### config.mk
export PLATFORM = sky130hd
export DESIGN_NAME = pwm_fader
export DESIGN_NICKNAME = d
export VERILOG_FILES = /design/src/rtl/pwm_fader.sv
export SDC_FILE = /design/constraint.sdc
export NUM_CORES = 1
export LEC_CHECK = 0
export ABC_AREA = 1
export CELL_PAD_IN_SITES_DETAIL_PLACEMENT = 0
export CELL_PAD_IN_SITES_GLOBAL_PLACEMENT = 1
export CORE_UTILIZATION = 46
export DETAILED_ROUTE_END_ITERATION = 8
export HOLD_SLACK_MARGIN = 0.06
export PLACE_DENSITY = 0.95
export SYNTH_ARGS = -nofsm -noshare
export SYNTH_HDL_FRONTEND = slang
export SYNTH_SLANG_ARGS = --single-unit
### constraint.sdc
create_clock -name clk -period 12.1 [get_ports clk]
set_clock_uncertainty 0.05 [all_clocks]
set_input_delay 1.21 -clock clk [delete_from_list [all_inputs] [get_ports clk]]
set_output_delay 1.21 -clock clk [all_outputs]
set_load 0.02 [all_outputs]
### src/rtl/pwm_fader.sv
// pwm_fader: memory-mapped duty-ramp controller for a 3-channel PWM generator.
//   clk       system clock
//   rst       asynchronous active-low reset
//   we_i      bus write strobe (already decoded for this slave)
//   addr_i    bus address, only [7:0] decoded
//   data_i    bus write data
//   data_o    bus read data, combinational from addr_i
//   duty_o_N  live duty per channel (registered)
//   done_o    one-cycle pulse per channel when a tick step lands on target
module pwm_fader #(
    parameter int TICK_CYCLES = 50000,
    parameter int MAX_DUTY    = 999
) (
    input  logic        clk,
    input  logic        rst,
    input  logic        we_i,
    input  logic [31:0] addr_i,
    input  logic [31:0] data_i,
    output logic [31:0] data_o,
    output logic [9:0]  duty_o_1,
    output logic [9:0]  duty_o_2,
    output logic [9:0]  duty_o_3,
    output logic [2:0]  done_o
);
    localparam int CW = (TICK_CYCLES > 1) ? $clog2(TICK_CYCLES) : 1;
    localparam logic [CW-1:0] CNT_LAST = CW'(TICK_CYCLES - 1);
    localparam logic [9:0] MAX_D = 10'(MAX_DUTY);

    logic [CW-1:0] cnt_q, cnt_d;
    logic [9:0]    target_q [3];
    logic [9:0]    target_d [3];
    logic [9:0]    step_q [3];
    logic [9:0]    step_d [3];
    logic [9:0]    cur_q [3];
    logic [9:0]    cur_d [3];
    logic [10:0]   sum [3];
    logic [2:0]    en_q, en_d, done_q, done_d, busy;
    logic [7:0]    a;
    logic          tick, load;

    assign a    = addr_i[7:0];
    assign tick = cnt_q == CNT_LAST;
    assign busy = {en_q[2] && cur_q[2] != target_q[2],
                   en_q[1] && cur_q[1] != target_q[1],
                   en_q[0] && cur_q[0] != target_q[0]};

    always_comb begin
        cnt_d = tick ? '0 : cnt_q + 1'b1;
        load  = we_i && a == 8'h20 && data_i[8];
        en_d  = (we_i && a == 8'h20) ? data_i[2:0] : en_q;
        for (int i = 0; i < 3; i++) begin
            target_d[i] = (we_i && a == 8'(4 * i))
                        ? ((data_i > 32'(MAX_DUTY)) ? MAX_D : data_i[9:0]) : target_q[i];
            step_d[i]   = (we_i && a == 8'(16 + 4 * i)) ? data_i[9:0] : step_q[i];
            // 11-bit sum so cur + step cannot wrap before the clamp
            sum[i]      = {1'b0, cur_q[i]} + {1'b0, step_q[i]};
            cur_d[i]    = cur_q[i];
            // the CTRL load takes priority over a coincident tick and never signals done
            if (load)
                cur_d[i] = target_q[i];
            else if (tick && busy[i])
                cur_d[i] = (step_q[i] == '0) ? target_q[i]
                         : (cur_q[i] < target_q[i])
                           ? ((sum[i] >= {1'b0, target_q[i]}) ? target_q[i] : sum[i][9:0])
                           : ((step_q[i] >= cur_q[i] - target_q[i]) ? target_q[i]
                                                                   : cur_q[i] - step_q[i]);
            done_d[i] = !load && tick && busy[i] && cur_d[i] == target_q[i];
        end
    end

    always_comb begin
        data_o = '0;
        for (int i = 0; i < 3; i++) begin
            if (a == 8'(4 * i))      data_o = {22'b0, target_q[i]};
            if (a == 8'(16 + 4 * i)) data_o = {22'b0, step_q[i]};
            if (a == 8'(48 + 4 * i)) data_o = {22'b0, cur_q[i]};
        end
        if (a == 8'h20) data_o = {29'b0, en_q};
        if (a == 8'h24) data_o = {29'b0, busy};
    end

    always_ff @(posedge clk or negedge rst) begin
        if (!rst) begin
            cnt_q  <= '0;
            en_q   <= '0;
            done_q <= '0;
            for (int i = 0; i < 3; i++) begin
                target_q[i] <= '0;
                step_q[i]   <= '0;
                cur_q[i]    <= '0;
            end
        end else begin
            cnt_q  <= cnt_d;
            en_q   <= en_d;
            done_q <= done_d;
            for (int i = 0; i < 3; i++) begin
                target_q[i] <= target_d[i];
                step_q[i]   <= step_d[i];
                cur_q[i]    <= cur_d[i];
            end
        end
    end

    assign duty_o_1 = cur_q[0];
    assign duty_o_2 = cur_q[1];
    assign duty_o_3 = cur_q[2];
    assign done_o   = done_q;
endmodule

# Word-level counts from Yosys, hierarchy flattened
# Cells that the tools add are included.
# totals
ff_bits,112
in_bits,67
output_inout_bits,65
elab_cells,106
# op_classes
addsub,10
order_cmp,10
eq_ne,17
n_mux,31
n_reduce_logical,26
# op_table
op,n
$mux W32,10
$mux W10,20
$sub A10 B10 Y10,6
$eq A8 B6 Y1 const B,5
$add A10 B10 Y11,3
$ge A11 B10 Y1,3
$gt A32 B10 Y1 const B,1
$eq A10 B10 Y1,3
$ge A10 B10 Y1,3
$logic_not A10 Y1,3
$lt A10 B10 Y1,3
$ne A10 B10 Y1,3
$eq A8 B5 Y1 const B,3
$logic_and A1 B1 Y1,21
$add A16 B1 Y16 const B,1
$eq A16 B16 Y1 const B,1
$mux W16,1
$eq A8 B3 Y1 const B,1
$eq A8 B4 Y1 const B,1
$logic_not A8 Y1,1
$logic_not A1 Y1,1

# Depth between registers and ports, before layout
# Gate-level depths: netlist of run 1.
# logic_depth
ltp_word,12
depth_mapped,32
mapped_depth_nobuf,32

# Worst setup path after synthesis of run 1
# No wires, ideal clock.
# synth_timing
path_kind,input to output
from,input addr_i[7]
to,output data_o[1]
t_arrival_ns,2.706
required_ns,10.840
path_slack_ns,8.134
stages,13
path_buffers,0
path_cell_list,nor2_2 inv_2 nor3_1 inv_1 nor2_1 inv_1 nor2_1 nor3_1 o21ai_0 a21oi_1 o21ai_0 a21oi_1 a31oi_1
# synth_via
elab_chain_len,12
word_cells_on_any_way,22
classes_between,eq/ne (10); mux (11); reduce/logical (1)
# synth_lines
element,line,text
"start, declared",17,"input logic [31:0] addr_i,"
$logic_not A8 Y1,74,"if (a == 8'(4 * i)) data_o = {22'b0, target_q[i]};"
$mux W10,74,
$mux W32,75,"if (a == 8'(16 + 4 * i)) data_o = {22'b0, step_q[i]};"
$mux W32,76,"if (a == 8'(48 + 4 * i)) data_o = {22'b0, cur_q[i]};"
$mux W32,74,
$mux W32,75,
$mux W32,76,
$mux W32,74,
$mux W32,75,
$mux W32,76,
$mux W32,78,"if (a == 8'h20) data_o = {29'b0, en_q};"
$mux W32 *,79,"if (a == 8'h24) data_o = {29'b0, busy};"
"end, declared",19,"output logic [31:0] data_o,"
# Every way passes the cells marked *; elsewhere a longest branch is shown, timed or not.

# Worst setup path after layout of run 1
# layout_timing
from,register target_q[21] (netlist bit)
to,register done_q[0] (netlist: done_o[0])
# layout_via
elab_chain_len,9
word_cells_on_any_way,16
classes_between,add/sub (1); order compare (3); eq/ne (2); mux (6); reduce/logical (4)
# layout_lines
element,line,text
"start, declared",30,logic [9:0] target_q [3];
"start signal, assigned by index",97,target_q[i] <= target_d[i];
$sub A10 B10 Y10,65,: ((step_q[i] >= cur_q[i] - target_q[i]) ? target_q[i]
$ge A10 B10 Y1,65,
$mux W10,65,
$mux W10,64,"? ((sum[i] >= {1'b0, target_q[i]}) ? target_q[i] : sum[i][9:0])"
$mux W10,62,cur_d[i] = (step_q[i] == '0) ? target_q[i]
$mux W10,61,else if (tick && busy[i])
$mux W10,59,if (load)
$eq A10 B10 Y1,67,done_d[i] = !load && tick && busy[i] && cur_d[i] == target_q[i];
$logic_and A1 B1 Y1 *,67,
named net done_d[0],37,"logic [2:0] en_q, en_d, done_q, done_d, busy;"
"end signal, assigned",95,done_q <= done_d;
"end, declared",37,
# The timed path passes the listed nets; every way through them passes the cells marked *.
# A chain may end at the register's enable or synchronous reset.

==> run metrics, run 1 <==
outcome completed; Gates resized, CTS repair 0; Post-synth ARST share 100%; First DRT Iteration DRCs 1513; I/O pins 132; period utilization 46.0%; Fill cells 2773; Hold Path Sink cnt_q[0]; Residual DRC 0; number of diodes 0; Buf+Inv Stages, Crit Path 1; worst r2r path cells 29; Synth Instances 1924; clock-pin slew on the worst setup and hold paths 0.08 ns; Synth top area share 21.7%; Slew Limit Fails 0; Die ar. 28800 um^2; largest net degree at the start of global routing 61; setup TNS 0 ns; crit path max fanout 14; FP Rows 60; nets@finish 2197; Warnings, synthesis 0; Routed WL 44200 um; worst slew pin tran 1.22 ns; sequential-to-total area share from yosys stat 21.7%; Hold Fails Final Rpt 0; hold buffers post-CTS 0; DRT Pass-1 Iters 6; Final setup viols 0; Root Buffer clkbuf_16; Worst path most repeated cell nand2_1; CTS HTree Levels 3; share of cells above drive strength 1 4.10%; total grt overflow 0; DR vias/cell 5.73; deepest clock path buffer count 2; # Post-CTS Setup Buffers 0; Max-Cap Viols 0; number of global-route vias before repair 12326; Most used DFF post-synth dfrtp_1; Yosys cell types 60; Routed Antenna Nets 0; RSZ-0062 raised after global routing false; mean area per synthesized cell 6.72 um^2; nature of the critical path endpoint flip-flop; Final HPWL DP 35200 um; Total GRT Usage 31.0%; vias 13455; Initial Util 47.4%; Worst Hold Launch cnt_q[0]; Tmin final 5.57 ns; worst hold margin 0.418 ns; global-route wire length before repair 68600 um; pwr/cell area 81.6 nW/um^2; reg2reg start target_q[21]; most common cell after layout, fill and taps aside nand2_1; Data arrival, critical path 5.82 ns; clk_lat worst skew 0.37 ns; critical path launch point type flip-flop; Crit Reg-Reg Endpoint done_o[0]; Leak 0.00689 uW; die width 170 um; critical path required time 12.35 ns; clock sink count 112; CP max stage delay 0.78 ns; reg2reg setup slack 6.53 ns; initial antenna violation count 0; DR WL/cell 18.8 um; Power Total 1160 uW; hold crit path type flip-flop to flip-flop; Synth Register Bits 112; GPL Wtd Cong 0.982; core area 27300 um^2; slowest cell on the critical path nor2_1; Mapped Area 12900 um^2; Max-slew headroom 17.9%; Synth area leaders dfrtp_1, ha_1, nand2_1; die height 170 um; CTS tree built; maximum clock frequency 0.180 GHz; Worst VDD drop 65.6 uV; CP Class flip-flop to flip-flop; post-synth top area cell dfrtp_1; most frequent cells in the layout nand2_1, inv_1, nand3_1; kind of cell adding the most delay to the critical path simple AND/OR/NAND/NOR gates; port bufs 85; Syn-to-layout area delta 9.98%; hold path cells 1; number of flops mapped to enable cells by yosys 0; TritonCTS Buffers 9
==> cell families (layout without fill, tap and decap cells) <==
kind of cell	count (synthesis)	after routing	share of synthesized area, %
AND/OR/NAND/NOR	836	836	28.8
AO/OA/AOI/OAI	414	414	18.4
buffers and inverters	344	377	11.3
adder cells (fa/ha/maj)	157	157	15.7
flip-flops	112	112	21.7
XOR/XNOR	60	60	4.07
other	1	22	0.0290
==> cells in the mapped netlist (14+ instances only) <==
cell / n
buf_2: 17
o21ai_1: 14
o21ai_0: 137
xor2_1: 48
dfrtp_1: 112
nand4_1: 40
nor3_1: 22
clkbuf_1: 21
nand2_1: 431
inv_2: 19
buf_4: 30
a21oi_1: 156
inv_1: 243
nand3_1: 174
o211ai_1: 17
nor2_1: 126
ha_1: 148
==> cell type report <==
class                   count  area (um^2)  area share, %
clock buffers              10          239           1.68
repair buffers             90          886           6.23
clock inverters             6         52.6          0.370
flip-flops and latches    112         2800           19.7
inverters                 271         1020           7.19
well taps                 372          465           3.28
multi-input cells        1489         8740           61.5
==> per-stage QoR <==
stage / worst slack, ns / cells / utilization, % / instance area, um^2
finish: 6.53 / 2350 / 52.1 / 14200
global route: 6.00 / 2350 / 52.1 / 14200
CTS: 6.66 / 2350 / 52.1 / 14200
detailed placement: 6.68 / 2334 / 51.1 / 13900
global placement: 6.70 / 2334 / 51.1 / 13900
floorplan: 8.13 / 1945 / - / 13000
==> power by group <==
part | internal [uW] | switching, uW
Combinational | 149 | 288
Sequential | 389 | 32.8
Clock | 149 | 152
Total | 687 | 473
==> how the worst max path moves through the flow <==
stage | from | to | cells after the start
after floorplan | addr_i[7] | data_o[1] | 13
after global placement | addr_i[7] | data_o[1] | 15
after detailed placement | addr_i[7] | data_o[1] | 15
after CTS | addr_i[7] | data_o[1] | 15
after global routing | target_q[22] | done_o[0] | 29
final | target_q[21] | done_o[0] | 29
==> sequential cells by signal, summed over array words and instances (netlist names) <==
name	flops
step_q	30
duty_o_1	10
en_q	3
duty_o_2	10
cnt_q	16
duty_o_3	10
done_o	3
target_q	30
==> metal layers <==
| metal | up-vias | routed length, um | GRT usage, % |
|---|---|---|---|
| li1 | 6535 | - | - |
| met1 | 6243 | 19900 | 44.2 |
| met2 | 607 | 19000 | 46.8 |
| met3 | 70 | 4270 | 6.76 |
| met4 | 0 | 1020 | 8.89 |
| met5 | - | 0 | 0 |
(Power assumes the default switching activity.)
==> run 2: changes to the inputs <==
--- a/config.mk
+++ b/config.mk
@@ -8,10 +8,10 @@
 export ABC_AREA = 1
 export CELL_PAD_IN_SITES_DETAIL_PLACEMENT = 0
 export CELL_PAD_IN_SITES_GLOBAL_PLACEMENT = 1
-export CORE_UTILIZATION = 46
+export CORE_UTILIZATION = 42
 export DETAILED_ROUTE_END_ITERATION = 8
 export HOLD_SLACK_MARGIN = 0.06
-export PLACE_DENSITY = 0.95
+export PLACE_DENSITY = 0.89
 export SYNTH_ARGS = -nofsm -noshare
 export SYNTH_HDL_FRONTEND = slang
 export SYNTH_SLANG_ARGS = --single-unit
==> constraint.sdc (replaced) <==
create_clock -name clk -period 5.45 [get_ports clk]
set_clock_uncertainty 0.05 [all_clocks]
set_input_delay 0.545 -clock clk [delete_from_list [all_inputs] [get_ports clk]]
set_output_delay 0.545 -clock clk [all_outputs]
set_load 0.02 [all_outputs]
==> run 2 against run 1 <==
Via count rose by 0.44%. Critical path depth increased by 2. Utilization is 4.1 points lower. Largest power group unchanged. Routed wire length up 1.4%.
==> run metrics, run 2 (synthesis gave the netlist of run 1 again) <==
Sw Pwr 1090 uW (+130%); Hold Fails Final Rpt 0 (unchanged); port bufs 85 (unchanged); reg2reg setup slack 0.87 ns (-5.66 ns); nature of the critical path endpoint flip-flop; Slew Limit Fails 0 (unchanged); Final HPWL DP 35700 um (+1.3%); switching share of power 41.4% (+0.66 points); CTS tree built; Root Buffer clkbuf_16; clock share of power 27.7% (+1.8 points); core area 30000 um^2 (+9.9%); GPL Wtd Cong 0.962 (-2.1%); crit path max fanout 14 (unchanged); clk_lat worst skew 0.38 ns (about the same); Routed WL 44800 um (+1.4%); nets@finish 2213 (+0.73%); Total GRT Usage 29.0% (-2.0 points); period utilization 84.0% (+38 points); outcome completed; critical path required time 5.70 ns (-6.65 ns); Largest regs step_q (30), target_q (30), cnt_q (16); Fill cells 3106 (+12%); Initial Util 43.1% (-4.3 points); FP Rows 63 (+5.0%); worst slew pin tran 1.18 ns (-0.0458 ns); DRT Pass-1 Iters 6 (unchanged); deepest clock path buffer count 2 (unchanged); CP max stage delay 0.43 ns (-0.35 ns); initial antenna violation count 0 (unchanged); Residual DRC 0 (unchanged); Worst VDD drop 179 uV (+170%); TritonCTS Buffers 9 (unchanged); Max-slew headroom 21.0% (+3.1 points); Leak 0.00699 uW (+1.5%); share of cells above drive strength 1 4.86% (+0.77 points); Final Non-Filler Cells 2384 (+1.4%); critical path launch point type flip-flop; die height 177 um (+4.6%); Internal Power 1550 uW (+130%); largest net degree at the start of global routing 70 (+15%); setup TNS 0 ns (unchanged); Logic pwr share 36.8% (-0.9 points); CP Class flip-flop to flip-flop; number of diodes 0 (unchanged); Tmin final 4.58 ns (-0.995 ns); Data arrival, critical path 4.83 ns (-0.99 ns); total grt overflow 0 (unchanged); DR WL/cell 18.8 um (about the same); most common cell after layout, fill and taps aside nand2_1; First DRT Iteration DRCs 1403 (-7.3%); Power Total 2640 uW (+130%); pwr/cell area 184 nW/um^2 (+120%); clock-pin slew on the worst setup and hold paths 0.09 ns (about the same); hold buffers post-CTS 0 (unchanged); most frequent cells in the layout nand2_1, inv_1, nand3_1; Die ar. 31500 um^2 (+9.4%); Final setup viols 0 (unchanged); Gates resized, CTS repair 0 (unchanged); worst hold margin 0.237 ns (-0.181 ns); Max-Cap Viols 0 (unchanged); maximum clock frequency 0.219 GHz (+22%); DR vias/cell 5.67 (-0.99%); RSZ-0062 raised after global routing false; slowest cell on the critical path dfrtp_1; DP Cell Count 2368 (+1.5%); global-route wire length before repair 70500 um (+2.7%); I/O pins 132 (unchanged); Routed Antenna Nets 0 (unchanged); vias 13514 (+0.44%); die width 177 um (+4.6%); clock sink count 112 (unchanged); Flop pwr share 35.5% (-0.9 points); hold crit path type primary input to async pin; number of global-route vias before repair 12734 (+3.3%); CTS HTree Levels 3 (unchanged); Worst path most repeated cell nand2_1; # Post-CTS Setup Buffers 0 (unchanged); Syn-to-layout area delta 11.4%
[run 2: cell types whose count changed in the layout (fill, tap and decap cells not counted)]
| cell | delta |
|---|---|
| buf_4 | +16 |
| clkinv_8 | +4 |
| clkinv_4 | -2 |
| clkinvlp_4 | -2 |
| clkbuf_8 | -1 |
| inv_12 | +1 |
| inv_16 | +1 |
| inv_6 | -1 |
[run 2: critical path: cells and delay by family (launching register included)]
kind / cells / cell delay (ns)
AOI/OAI and AO/OA: 8 / 1.25
xor gates and xnor gates: 1 / 0.18
adders and majority gates: 2 / 0.63
buffers and inverters: 3 / 0.44
DFF: 1 / 0.43
and+or+nand+nor: 17 / 1.51
[run 2: through the flow]
stage,util [%],setup WS (ns),area (um^2)
after floorplan,-,1.53,13000
after global placement,46.9,0.948,14100
after detailed placement,46.9,0.947,14100
after CTS,48.1,0.906,14400
after global routing,48.1,0.327,14400
final,48.1,0.874,14400
[run 2: layout make-up]
type | instances | area [um^2] | share of cell area, %
clock buffers | 9 | 225 | 1.56
clock inverters | 7 | 113 | 0.782
inverters | 271 | 1020 | 7.10
multi-input cells | 1489 | 8740 | 60.7
flip-flops and latches | 112 | 2800 | 19.5
well taps | 390 | 488 | 3.39
repair buffers | 106 | 1010 | 6.99
[run 2: power by group through the flow]
stage	Clock, uW	Sequential, uW	Combinational (uW)
4_1_cts	747	935	959
3_5_place_dp	0	951	955
5_1_grt	775	939	1090
6_report	733	938	972
3_3_place_gp	0	951	945
2_1_floorplan	0	923	676
[run 2: per-layer routing]
metal  track usage (%)  routed length [um]  vias to the layer above
met5                 0                   0                        -
met2              46.5               20000                      609
li1                  -                   -                     6545
met1              40.2               20100                     6262
met3              4.37                3380                       98
met4              8.30                1310                        0
[run 2: final timing paths]
path	startpoint	end	cells past startpoint
worst min register to register	cnt_q[0]	cnt_q[0]	1
worst min-delay path	rst	duty_o_1[9]	1
min in group clk	cnt_q[0]	cnt_q[0]	1
worst max-delay path	target_q[12]	done_o[1]	31
worst max register to register	target_q[12]	done_o[1]	31
max in group asynchronous	rst	step_q[27]	2
==> run 3: changes to the inputs <==
--- a/config.mk
+++ b/config.mk
@@ -8,10 +8,10 @@
 export ABC_AREA = 1
 export CELL_PAD_IN_SITES_DETAIL_PLACEMENT = 0
 export CELL_PAD_IN_SITES_GLOBAL_PLACEMENT = 1
-export CORE_UTILIZATION = 42
+export CORE_UTILIZATION = 38
 export DETAILED_ROUTE_END_ITERATION = 8
 export HOLD_SLACK_MARGIN = 0.06
-export PLACE_DENSITY = 0.89
+export PLACE_DENSITY = 0.85
 export SYNTH_ARGS = -nofsm -noshare
 export SYNTH_HDL_FRONTEND = slang
 export SYNTH_SLANG_ARGS = --single-unit
==> constraint.sdc (replaced) <==
create_clock -name clk -period 4.1 [get_ports clk]
set_clock_uncertainty 0.05 [all_clocks]
set_input_delay 0.41 -clock clk [delete_from_list [all_inputs] [get_ports clk]]
set_output_delay 0.41 -clock clk [all_outputs]
set_load 0.02 [all_outputs]
==> run 3 against run 2 <==
Clock power up 27%. Total power up 40%. Sequential share of layout area down 1.9 points. Critical endpoint is now done_o[0]. Largest power group unchanged. Highest routed layer unchanged.
==> run metrics, run 3 (synthesis gave the netlist of run 1 again) <==
critical path launch point type flip-flop; slowest cell on the critical path dfrtp_1; core area 33500 um^2 (+12%); Internal Power 2180 uW (+41%); Final setup viols 0 (unchanged); number of global-route vias before repair 13661 (+7.3%); vias 14258 (+5.5%); outcome completed; share of cells above drive strength 1 15.2% (+10 points); port bufs 85 (unchanged); Buf+Inv Stages, Crit Path 4 (+1); Worst VDD drop 179 uV (-0.15%); I/O pins 132 (unchanged); Hold Fails Final Rpt 0 (unchanged); met3 Resource Use GR 4.91% (+0.54 points); Final HPWL DP 40200 um (+12%); nature of the critical path endpoint flip-flop; Syn-to-layout area delta 23.6%; final core utilization 47.6% (-0.46 points); Data arrival, critical path 4.30 ns (-0.53 ns); M2 GR Usage 46.4% (-0.17 points); First DRT Iteration DRCs 1446 (+3.1%); kind of cell adding the most delay to the critical path compound AO/OA/AOI/OAI gates; clock-pin slew on the worst setup and hold paths 0.09 ns (about the same); pwr/cell area 231 nW/um^2 (+26%); Routed WL 49800 um (+11%); hold buffers post-CTS 0 (unchanged); Tmin final 4.08 ns (-0.496 ns); Leak 0.00779 uW (+11%); number of diodes 0 (unchanged); Fill cells 3482 (+12%); maximum clock frequency 0.245 GHz (+12%); DR vias/cell 5.48 (-3.3%); Routed Antenna Nets 0 (unchanged); Root Buffer clkbuf_16; clk_lat worst skew 0.36 ns (-0.02 ns); Initial Util 38.5% (-4.6 points); GR met1 Demand/Resource 36.4% (-3.8 points); DR WL/cell 19.1 um (+1.8%); GRT busiest layer met2; FP Rows 67 (+6.3%); initial antenna violation count 0 (unchanged); global-route wire length before repair 76700 um (+8.8%); RSZ-0062 raised after global routing true; Sw Pwr 1510 uW (+38%); Cell Area, Placed 15200 um^2 (+8.3%); deepest clock path buffer count 2 (unchanged); die height 186 um (+5.1%); clock share of power 25.3% (-2.4 points); DRT Pass-1 Iters 6 (unchanged); critical path required time 4.32 ns (-1.38 ns); total grt overflow 0 (unchanged); worst hold margin 0.0734 ns (-0.164 ns); CP Class flip-flop to flip-flop; clock sink count 112 (unchanged); TritonCTS Buffers 9 (unchanged); GPL Wtd Cong 0.997 (+3.6%); CP max stage delay 0.40 ns (-0.03 ns); Max-slew headroom 42.3% (+21 points); CTS HTree Levels 3 (unchanged); Die ar. 34700 um^2 (+10%); switching share of power 40.9% (-0.52 points); period utilization 99.5% (+16 points); final instance area 16000 um^2 (+11%); worst slew pin tran 0.866 ns (-0.311 ns); most common cell after layout, fill and taps aside nand2_1; Worst path most repeated cell nand2_1; die width 186 um (+5.1%); largest net degree at the start of global routing 65 (-7.1%); most frequent cells in the layout nand2_1, inv_1, nand3_1, buf_4; Flop pwr share 32.8% (-2.7 points); Total GRT Usage 28.1% (-0.90 points); nets@finish 2373 (+7.2%); Largest regs step_q (30), target_q (30), cnt_q (16); Residual DRC 0 (unchanged); Max-Cap Viols 0 (unchanged); Slew Limit Fails 0 (unchanged); hold crit path type primary input to async pin; Logic pwr share 42.0% (+5.2 points); CTS tree built; crit path max fanout 7 (-7)
run 3: cell count changes in the layout (fill, tap and decap cells not counted), moves of 10 or more:
| cell | previous run | this run |
|---|---|---|
| inv_2 | 19 | 29 |
| buf_4 | 22 | 173 |
| inv_1 | 243 | 231 |
| a21oi_2 | 5 | 19 |
| nand2_1 | 431 | 417 |
| nand2_2 | 2 | 16 |
| o21ai_0 | 137 | 124 |
| a21oi_1 | 156 | 141 |
run 3: layout make-up:
cell class	instances	area (um^2)	area share (%)
Tap cell	448	561	3.51
Clock inverter	7	80.1	0.502
Sequential cell	112	2800	17.6
Multi-Input combinational cell	1489	9010	56.4
Inverter	271	1030	6.46
Timing Repair Buffer	266	2260	14.1
Clock buffer	9	225	1.41
run 3: what timing repair did:
action                     CTS  global route
cloned                       1             0
gates resized for setup      9            90
setup endpoints to repair    3            30
setup buffers                1            16
pin swaps                    3            41
run 3: per-stage QoR:
stage | TNS, ns | instances | worst slack, ns | power [uW]
floorplan | 0 | 1945 | 0.185 | 2130
global placement | -0.0289 | 2568 | -0.0289 | 2660
detailed placement | -0.0531 | 2568 | -0.0312 | 2670
CTS | 0 | 2586 | 0.00876 | 3610
global route | -1.06 | 2602 | -0.293 | 3910
finish | 0 | 2602 | 0.0204 | 3690
run 3: path summary, 6_finish.rpt:
| check | startpoint | to | slack, ns | cells after the start |
|---|---|---|---|---|
| max | duty_o_1[0] | done_o[0] | 0.02 | 32 |
| min | rst | done_o[0] | 0.07 | 1 |
| max reg2reg | duty_o_1[0] | done_o[0] | 0.02 | 32 |
| min reg2reg | cnt_q[0] | cnt_q[0] | 0.42 | 1 |
| max in group asynchronous | rst | target_q[11] | 2.94 | 2 |
| min in group clk | cnt_q[0] | cnt_q[0] | 0.42 | 1 |
run 3: power groups by stage:
stage / clock network (uW) / logic [uW] / registers [uW]
2_1_floorplan: 0 / 898 / 1230
3_3_place_gp: 0 / 1430 / 1230
3_5_place_dp: 0 / 1440 / 1230
4_1_cts: 948 / 1460 / 1210
5_1_grt: 980 / 1710 / 1210
6_report: 933 / 1550 / 1210
run 3: layer usage:
layer / share of wire (%) / vias to the layer above
li1: - / 6871
met1: 42 / 6695
met2: 46 / 575
met3: 7.5 / 117
met4: 4.4 / 0
met5: 0 / -
